--- src/rtl/cheri_tbre_sweep.sv ---
// Background revocation sweep: loads each 8-byte capability slot in a range,
// waits for the revocation verdict and writes revoked caps back untagged.

package cheri_tbre_sweep_pkg;
  typedef struct packed {
    logic       valid;
    logic [4:0] exp;
    logic [8:0] top;
    logic [8:0] base;
    logic [5:0] cperms;
  } reg_cap_t;

  localparam reg_cap_t NULL_REG_CAP = '0;
endpackage

module cheri_tbre_sweep
  import cheri_tbre_sweep_pkg::*;
#(
  parameter int unsigned LdStTimeout = 16'hFFFF
) (
  input  logic        clk_i,
  input  logic        rst_ni,
  input  logic        tbre_start_i,
  input  logic        tbre_stop_i,
  input  logic [31:0] tbre_start_addr_i,
  input  logic [31:0] tbre_end_addr_i,
  output logic        tbre_busy_o,
  output logic        tbre_done_o,
  output logic        tbre_err_o,
  output logic [31:0] tbre_clr_cnt_o,
  output logic        tbre_lsu_req_o,
  output logic        tbre_lsu_we_o,
  output logic        tbre_lsu_is_cap_o,
  output logic [31:0] tbre_lsu_addr_o,
  output logic [31:0] tbre_lsu_wdata_o,
  output reg_cap_t    tbre_lsu_wcap_o,
  input  logic        lsu_tbre_req_done_i,
  input  logic        lsu_tbre_resp_valid_i,
  input  logic        lsu_tbre_resp_err_i,
  input  logic [31:0] rf_wdata_lsu_i,
  input  reg_cap_t    rf_wcap_lsu_i,
  input  logic        tbre_trvk_en_i,
  input  logic        tbre_trvk_clrtag_i,
  input  logic        snoop_lsu_req_done_i,
  input  logic        snoop_lsu_we_i,
  input  logic [31:0] snoop_lsu_addr_i
);

  localparam int unsigned AddrW = 32;
  localparam int unsigned CntW  = 32;
  localparam int unsigned TmoW  = 16;
  localparam logic [AddrW-1:0] SlotMask = AddrW'(32'hFFFF_FFF8);

  typedef enum logic [2:0] {
    IDLE, LD_REQ, LD_WAIT, VK_WAIT, ST_REQ, ST_WAIT, NEXT, FIN
  } state_e;

  state_e           state_q, state_d;
  logic [AddrW-1:0] cur_addr_q, end_q;
  logic [TmoW-1:0]  tmo_cnt_q;
  logic             conflict_q, stop_pend_q;
  logic [AddrW-1:0] hold_data_q;
  reg_cap_t         hold_cap_q;
  logic [CntW-1:0]  clr_cnt_q;
  logic             err_q;

  logic             req_d, we_d, busy_d, done_d;
  logic             tmo_fire;
  logic             start_fire, tmo_hit, snoop_hit, snoop_window, conflict_now;
  logic             counted_state;
  logic [AddrW-1:0] start_al, end_al;
  logic [AddrW:0]   next_addr;
  reg_cap_t         ld_cap_untagged;

  // Shared decode used by the FSM and datapath
  always_comb begin
    start_fire      = (state_q == IDLE) && tbre_start_i;
    start_al        = tbre_start_addr_i & SlotMask;
    end_al          = tbre_end_addr_i & SlotMask;
    tmo_hit         = (tmo_cnt_q == TmoW'(LdStTimeout - 1));
    snoop_hit       = snoop_lsu_req_done_i && snoop_lsu_we_i &&
                      (((snoop_lsu_addr_i ^ cur_addr_q) & SlotMask) == '0);
    snoop_window    = ((state_q == LD_REQ) && lsu_tbre_req_done_i) ||
                      (state_q == LD_WAIT) || (state_q == VK_WAIT);
    conflict_now    = conflict_q || (snoop_window && snoop_hit);
    next_addr       = {1'b0, cur_addr_q} + (AddrW + 1)'(8);
    counted_state   = (state_q == LD_REQ) || (state_q == LD_WAIT) ||
                      (state_q == VK_WAIT) || (state_q == ST_REQ) ||
                      (state_q == ST_WAIT);
    ld_cap_untagged       = rf_wcap_lsu_i;
    ld_cap_untagged.valid = 1'b0;
  end

  // State register
  always_ff @(posedge clk_i or negedge rst_ni) begin
    if (!rst_ni) state_q <= IDLE;
    else         state_q <= state_d;
  end

  // Next-state logic
  always_comb begin
    state_d  = state_q;
    tmo_fire = 1'b0;
    case (state_q)
      IDLE: begin
        if (tbre_start_i) state_d = (start_al >= end_al) ? FIN : LD_REQ;
      end
      LD_REQ: begin
        if (lsu_tbre_req_done_i) state_d = LD_WAIT;
        else if (tmo_hit) begin state_d = FIN; tmo_fire = 1'b1; end
      end
      LD_WAIT: begin
        if (lsu_tbre_resp_valid_i) state_d = VK_WAIT;
        else if (tmo_hit) begin state_d = FIN; tmo_fire = 1'b1; end
      end
      VK_WAIT: begin
        if (tbre_trvk_en_i) state_d = (tbre_trvk_clrtag_i && !conflict_now) ? ST_REQ : NEXT;
        else if (tmo_hit) begin state_d = FIN; tmo_fire = 1'b1; end
      end
      ST_REQ: begin
        if (lsu_tbre_req_done_i) state_d = ST_WAIT;
        else if (tmo_hit) begin state_d = FIN; tmo_fire = 1'b1; end
      end
      ST_WAIT: begin
        if (lsu_tbre_resp_valid_i) state_d = NEXT;
        else if (tmo_hit) begin state_d = FIN; tmo_fire = 1'b1; end
      end
      NEXT: begin
        if (stop_pend_q || tbre_stop_i || next_addr[AddrW] ||
            (next_addr[AddrW-1:0] >= end_q)) state_d = FIN;
        else state_d = LD_REQ;
      end
      FIN:     state_d = IDLE;
      default: state_d = IDLE;
    endcase
  end

  // Output decode, registered below so outputs change only on clock edges
  always_comb begin
    req_d  = 1'b0;
    we_d   = 1'b0;
    busy_d = 1'b0;
    done_d = 1'b0;
    req_d  = (state_d == LD_REQ) || (state_d == ST_REQ);
    we_d   = (state_d == ST_REQ);
    busy_d = (state_d != IDLE);
    done_d = (state_q == FIN);
  end

  // Registered control outputs
  always_ff @(posedge clk_i or negedge rst_ni) begin
    if (!rst_ni) begin
      tbre_lsu_req_o    <= 1'b0;
      tbre_lsu_we_o     <= 1'b0;
      tbre_lsu_is_cap_o <= 1'b0;
      tbre_busy_o       <= 1'b0;
      tbre_done_o       <= 1'b0;
    end else begin
      tbre_lsu_req_o    <= req_d;
      tbre_lsu_we_o     <= we_d;
      tbre_lsu_is_cap_o <= req_d;
      tbre_busy_o       <= busy_d;
      tbre_done_o       <= done_d;
    end
  end

  // Sweep pointer, range end, timeout counter and per-slot flags
  always_ff @(posedge clk_i or negedge rst_ni) begin
    if (!rst_ni) begin
      cur_addr_q  <= '0;
      end_q       <= '0;
      tmo_cnt_q   <= '0;
      conflict_q  <= 1'b0;
      stop_pend_q <= 1'b0;
    end else begin
      if (start_fire) begin
        cur_addr_q <= start_al;
        end_q      <= end_al;
      end else if (state_q == NEXT) begin
        cur_addr_q <= next_addr[AddrW-1:0];
      end

      if (state_d != state_q)  tmo_cnt_q <= '0;
      else if (counted_state)  tmo_cnt_q <= tmo_cnt_q + TmoW'(1);
      else                     tmo_cnt_q <= '0;

      if ((state_d == LD_REQ) && (state_q != LD_REQ)) conflict_q <= 1'b0;
      else if (snoop_window && snoop_hit)             conflict_q <= 1'b1;

      if (state_q == IDLE)  stop_pend_q <= 1'b0;
      else if (tbre_stop_i) stop_pend_q <= 1'b1;
    end
  end

  // Loaded data hold, revoked count and sticky timeout flag
  always_ff @(posedge clk_i or negedge rst_ni) begin
    if (!rst_ni) begin
      hold_data_q <= '0;
      hold_cap_q  <= NULL_REG_CAP;
      clr_cnt_q   <= '0;
      err_q       <= 1'b0;
    end else begin
      if ((state_q == LD_WAIT) && lsu_tbre_resp_valid_i) begin
        hold_data_q <= rf_wdata_lsu_i;
        hold_cap_q  <= ld_cap_untagged;
      end

      if (start_fire) clr_cnt_q <= '0;
      else if ((state_q == ST_WAIT) && lsu_tbre_resp_valid_i && !lsu_tbre_resp_err_i)
        clr_cnt_q <= clr_cnt_q + CntW'(1);

      if (start_fire)    err_q <= 1'b0;
      else if (tmo_fire) err_q <= 1'b1;
    end
  end

  assign tbre_lsu_addr_o  = cur_addr_q;
  assign tbre_lsu_wdata_o = hold_data_q;
  assign tbre_lsu_wcap_o  = hold_cap_q;
  assign tbre_clr_cnt_o   = clr_cnt_q;
  assign tbre_err_o       = err_q;

endmodule

--- config.mk ---
export PLATFORM = sky130hd
export DESIGN_NAME = cheri_tbre_sweep
export DESIGN_NICKNAME = d
export VERILOG_FILES = /design/src/rtl/cheri_tbre_sweep.sv
export SDC_FILE = /design/constraint.sdc
export NUM_CORES = 1
export LEC_CHECK = 0
export BUFFER_PORTS_ARGS = -buffer_cell sky130_fd_sc_hd__buf_2
export CAP_MARGIN = 20
export CELL_PAD_IN_SITES_DETAIL_PLACEMENT = 1
export CELL_PAD_IN_SITES_GLOBAL_PLACEMENT = 1
export CORE_MARGIN = 8
export CORE_UTILIZATION = 42
export DETAILED_ROUTE_END_ITERATION = 10
export PLACE_DENSITY = 0.84
export REMOVE_ABC_BUFFERS = 1
export SETUP_SLACK_MARGIN = 0.2
export SLEW_MARGIN = 10
export SYNTH_ARGS = -nofsm -noshare
export SYNTH_HDL_FRONTEND = slang
export SYNTH_SLANG_ARGS = --single-unit
--- constraint.sdc ---
create_clock -name clk_i -period 7.45 [get_ports clk_i]
set_clock_uncertainty 0.15 [all_clocks]
set_input_delay 1.49 -clock clk_i [delete_from_list [all_inputs] [get_ports clk_i]]
set_output_delay 1.49 -clock clk_i [all_outputs]
set_load 0.05 [all_outputs]
== After elaboration in Yosys (flattened, before gate mapping) ==
Cells that the tools add are included.
Operators by class
  divide/modulo/power cells: 0
  shift operators: 0
  add/sub/neg operators: 3
  bitwise gates (word level): 1
  reduce and logical (&&, ||, !) cells: 33
  multiply operators: 0
  multiplexer cells: 28
  equality and inequality tests: 12
  $lt $le $gt $ge: 2
Operator list (number)
  $mux W32: 4
  $ge A32 B32 Y1: 2
  $add A32 B4 Y33 const B: 1
  $add A32 B1 Y32 const B: 1
  $logic_not A32 Y1: 1
  $mux W16: 2
  $xor A32 B32 Y32: 1
  $mux W3: 9
  $pmux W3 S8: 1
  $add A16 B1 Y16 const B: 1
  $eq A16 B16 Y1 const B: 1
  $eq A3 B3 Y1 const B: 5
  $logic_or A1 B1 Y1: 11
  $logic_and A1 B1 Y1: 10
  $mux W1: 10
  $reduce_bool A2 Y1: 5
  $eq A3 B1 Y1 const B: 2
  $eq A3 B2 Y1 const B: 2
  $reduce_or A2 Y1: 2
  $logic_not A3 Y1: 1
  $ne A3 B1 Y1 const B: 1
  $ne A3 B3 Y1: 1
  $pmux W1 S3: 1
  $reduce_bool A3 Y1: 1
  2 further kinds: 3
Storage, ports and cells
  memories kept: 0
  output and inout bits: 132
  bits in registers: 180
  bits in latches: 0
  ROM bits: 0
  word-level logic and storage cells: 96
  memory bits (writable): 0
  input port bits: 169

== Logic depth before layout (Yosys ltp) ==
  word-level depth: 14
  mapped depth: 19
  mapped depth without buffers: 16

== Worst setup path after synthesis ==
No wires, ideal clock.
  path kind: register to register
  start: reg cur_addr_q[9] (netlist: tbre_lsu_addr_o[9])
  end: reg tbre_lsu_is_cap_o
  path slack: 2.875 ns
  data required time: 7.196 ns
  stages on the path, launching flop included: 18
  setup time: 0.104 ns
  data arrival time: 4.322 ns
  path buffers: 1
  clock period less this slack: 4.575 ns
  cell sequence: dfrtp_1 buf_2 and4_4 and4_4 nand4_1 nor3_2 nand4_1 nor2_1 xor2_1 ha_1 a21oi_1 nand2_1 a211oi_1 o41a_1 a31oi_1 or4_4 or4b_1 o311ai_1
On the way
  longest elaborated chain between the ends: 12
  elaborated cells on any way between the ends: 18
  those cells by class: add/sub (1); order compare (1); eq/ne (2); mux (4); bitwise (1); reduce/logical (9)
RTL lines
  from (decl): RTL line 59  | logic [AddrW-1:0] cur_addr_q, end_q;
  from (signal assigned): RTL line 177  | cur_addr_q <= start_al;
  from (signal assigned): RTL line 180  | cur_addr_q <= next_addr[AddrW-1:0];
  parallel branches: the longest is 9 deep, another holds $add A32 B4 Y33
  $pmux W3 S8 (*): RTL line 104  | case (state_q)
  $eq A3 B1 Y1 or $eq A3 B3 Y1 (tied branches): RTL line 144  | req_d = (state_d == LD_REQ) || (state_d == ST_REQ);
  $logic_or A1 B1 Y1 (*): RTL line 144
  via req_d: RTL line 67  | logic req_d, we_d, busy_d, done_d;
  to (signal assigned): RTL line 161  | tbre_lsu_is_cap_o <= req_d;
  to (decl): RTL line 33  | output logic tbre_lsu_is_cap_o,
Mark *: on every way through the listed nets, which the timed path passes.
A chain may end at the register's enable or synchronous reset.

== Worst setup path after layout ==
Same ends and word-level chain as after synthesis.

==> impl_metrics.py <==
metrics = {
    "status": {
        "status": "complete, no violations",
    },
    "logic_synthesis": {
        "yosys-top-cells-count": "177 x dfrtp_1, 121 x nand2_1, 82 x nor2_1, 69 x inv_1, 67 x o21ai_0",
        "ys_warn_count": 0,
        "ys_seq_area_share_pct": 44.6,
        "yosysMostFrequentCell": "dfrtp_1",
        "syn_area_per_cell_um2": 9.70,
        "synth_edf_count": 0,
        "ys_ff_latch": 177,
        "yosys-top-cells-area": "dfrtp_1 45%, ha_1 7.9%, mux2_2 7.1%",
        "synth_top_area_share_pct": 44.6,
        "syn-cell-area_mm2": 0.00993,
        "synthCells": 1024,
        "yosys.cell_types.count": 63,
        "async_flop_share_pct": 100,
        "synth_top_cell_by_area": "dfrtp_1",
        "synthFlopType": "dfrtp_1",
    },
    "floorplanning": {
        "coreArea_mm2": 0.0233,
        "io_pins": 301,
        "die-area_mm2": 0.0288,
        "rows": 56,
        "start_util_pct": 42.6,
        "die_x_um": 170,
        "die_h_um": 170,
    },
    "clock_tree": {
        "cts_tree": "done",
        "cts_hold_buffers": 0,
        "clkSinkCount": 177,
        "htreeDepth": 4,
        "clk_latency_ps": 430,
        "cts-root-buf": "clkbuf_16",
        "clk_path_buf_depth": 2,
        "clkTransAtPathRegs_ps": 70,
        "post_cts_buffers": 0,
        "cts_buffers": 17,
        "cts_resized": 0,
    },
    "sta": {
        "setup_viol": 0,
        "hold_viol": 0,
        "fin_hold_ws_ps": 352,
        "worst_slack_ps": 2540,
        "tns_ps": 0,
        "fin_crit_sh_pct": 66.0,
        "drv_slew": 0,
        "rsz0062_at_grt": "no",
        "fmax_mhz": 203,
        "relSlewSlack_pct": 31.2,
        "period_minus_slack_ps": 4910,
        "max_slew.worst_pin.slew_ps": 1020,
    },
    "global_routing": {
        "antenna_found_initial": 6,
        "overflow": 0,
        "grt_max_degree": 70,
        "grt_pass1_vias": 9466,
        "track_usage_pct": 23.1,
        "grt_pass1_wl_um": 52600,
    },
    "placed_design": {
        "io_buffers": 286,
        "gp_congestion": 0.862,
        "pre_cts_ws_ps": 2600,
        "place_hpwl_um": 26000,
    },
    "worst_setup_path": {
        "cp-end-kind": "register",
        "cp.arrival_ps": 5070,
        "worstRegToRegCells": 16,
        "crit_path_max_fanout": 9,
        "required_ps": 7610,
        "start_kind": "register",
        "crit_type": "reg -> reg",
    },
    "power": {
        "peakVddDrop_mv": 0.212,
        "power.leakage_uw": 0.00599,
        "p_per_area_mw_per_mm2": 426,
        "p_total_uw": 5190,
    },
    "cells_and_area": {
        "nFillCells": 2786,
        "seq_area_mm2": 0.00443,
        "area.growth.synth_to_final_pct": 22.6,
        "final_nets": 1521,
        "layout-drive-gt1-share_pct": 30.9,
        "multiInputGateArea_mm2": 0.00503,
    },
    "detailed_routing": {
        "num_vias": 8790,
        "drtPass1Iterations": 4,
        "wl_per_cell_um": 20.5,
        "drc": 0,
        "drtIter0Drc": 419,
        "ant_nets": 0,
        "finalWirelength_um": 33300,
        "viasPerCell": 5.41,
    },
    "job": {
        "drv_cap": 0,
    },
    "min_path": {
        "min_path_type": "reg -> reg",
        "holdPathStages": 1,
    },
}
-- state kept, by name, indices dropped and copies added (netlist names) --
| name | flops |
|---|---|
| tbre_done_o | 1 |
| tbre_err_o | 1 |
| end_q | 29 |
| state_q | 3 |
| tbre_lsu_wdata_o | 32 |
| tmo_cnt_q | 16 |
| tbre_busy_o | 1 |
| tbre_lsu_wcap_o | 29 |
| tbre_lsu_is_cap_o | 1 |
| tbre_clr_cnt_o | 32 |
| tbre_lsu_we_o | 1 |
| stop_pend_q | 1 |
| conflict_q | 1 |
| tbre_lsu_addr_o | 29 |
-- placed cells by master (no fill, tap or decap), types with 7 or more instances in the layout --
cell type and instances:
a211oi_1 7, a21o_1 7, a21oi_1 32, a31oi_1 12, and3_1 17, buf_2 285
clkbuf_16 17, dfrtp_1 177, ha_1 63, inv_1 69, mux2_2 63, nand2_1 121
nand3_1 28, nand4_1 31, nor2_1 82, nor3_1 10, o21ai_0 67, or3_1 8
xnor2_1 52, xor2_1 47
-- critical path, cell delays in order, from the launching register on --
cell	delay, ps
dfrtp_1	530
and4_4	290
and4_4	280
nand4_1	250
nor3_2	420
nand4_1	250
nor2_1	200
xor2_1	210
ha_1	280
a21oi_1	190
nand2_1	80
a211oi_1	190
o41a_1	240
a31oi_1	90
or4_4	480
or4b_1	550
o311ai_1	110
-- metal layers --
metal / part of all wire (%) / GRT usage (%)
met1: 42 / 28.1
met5: 0.096 / 0
met2: 49 / 39.6
met3: 7.6 / 5.72
met4: 1.9 / 7.43
-- final timing paths --
check,to,startpoint,slack (ps)
max,tbre_lsu_is_cap_o$_DFF_PN0_,tbre_lsu_addr_o[9]$_DFFE_PN0N_,2540
min,tbre_lsu_wcap_o[13]$_DFFE_PN0P_,tbre_lsu_wcap_o[13]$_DFFE_PN0P_,350
max reg2reg,tbre_lsu_is_cap_o$_DFF_PN0_,tbre_lsu_addr_o[9]$_DFFE_PN0N_,2540
min reg2reg,tbre_lsu_wcap_o[13]$_DFFE_PN0P_,tbre_lsu_wcap_o[13]$_DFFE_PN0P_,350
max in group asynchronous,tbre_lsu_wdata_o[9]$_DFFE_PN0P_,rst_ni,4990
min in group asynchronous,tbre_lsu_wcap_o[20]$_DFFE_PN0P_,rst_ni,900
-- area by class of cell --
cell class | instances | area share [%]
Tap cell | 319 | 3.28
Clock inverter | 14 | 1.15
Antenna cell | 3 | 0.0616
Inverter | 69 | 2.13
Multi-Input combinational cell | 732 | 41.3
Sequential cell | 177 | 36.4
Timing Repair Buffer | 292 | 12.2
Clock buffer | 18 | 3.60
-- metrics by stage --
step                      instance area, µm²  cells  utilization (%)
after global routing                   12200   1624             52.2
after floorplan                         9710    978                -
after detailed placement               11600   1589             49.7
after CTS                              12200   1621             52.2
final                                  12200   1624             52.2
after global placement                 11600   1589             49.7
-- kinds of logic (layout without fill, tap and decap cells) --
family / after synthesis / in the layout / synth area share, %
buffers and inverters: 118 / 393 / 5.00
other: 1 / 7 / 0.0378
multiplexers: 64 / 64 / 7.24
XOR/XNOR: 99 / 99 / 8.73
AO/OA/AOI/OAI: 161 / 161 / 9.80
AND/OR/NAND/NOR: 340 / 340 / 16.6
flip-flops: 177 / 177 / 44.6
adder cells (fa/ha/maj): 64 / 64 / 8.04
-- where the power goes --
group	total [µW]	internal, µW	switching, µW
clock	886	455	431
sequential	1650	1310	345
combinational	2650	812	1830
No activity file was read; power rests on OpenSTA's default activity.
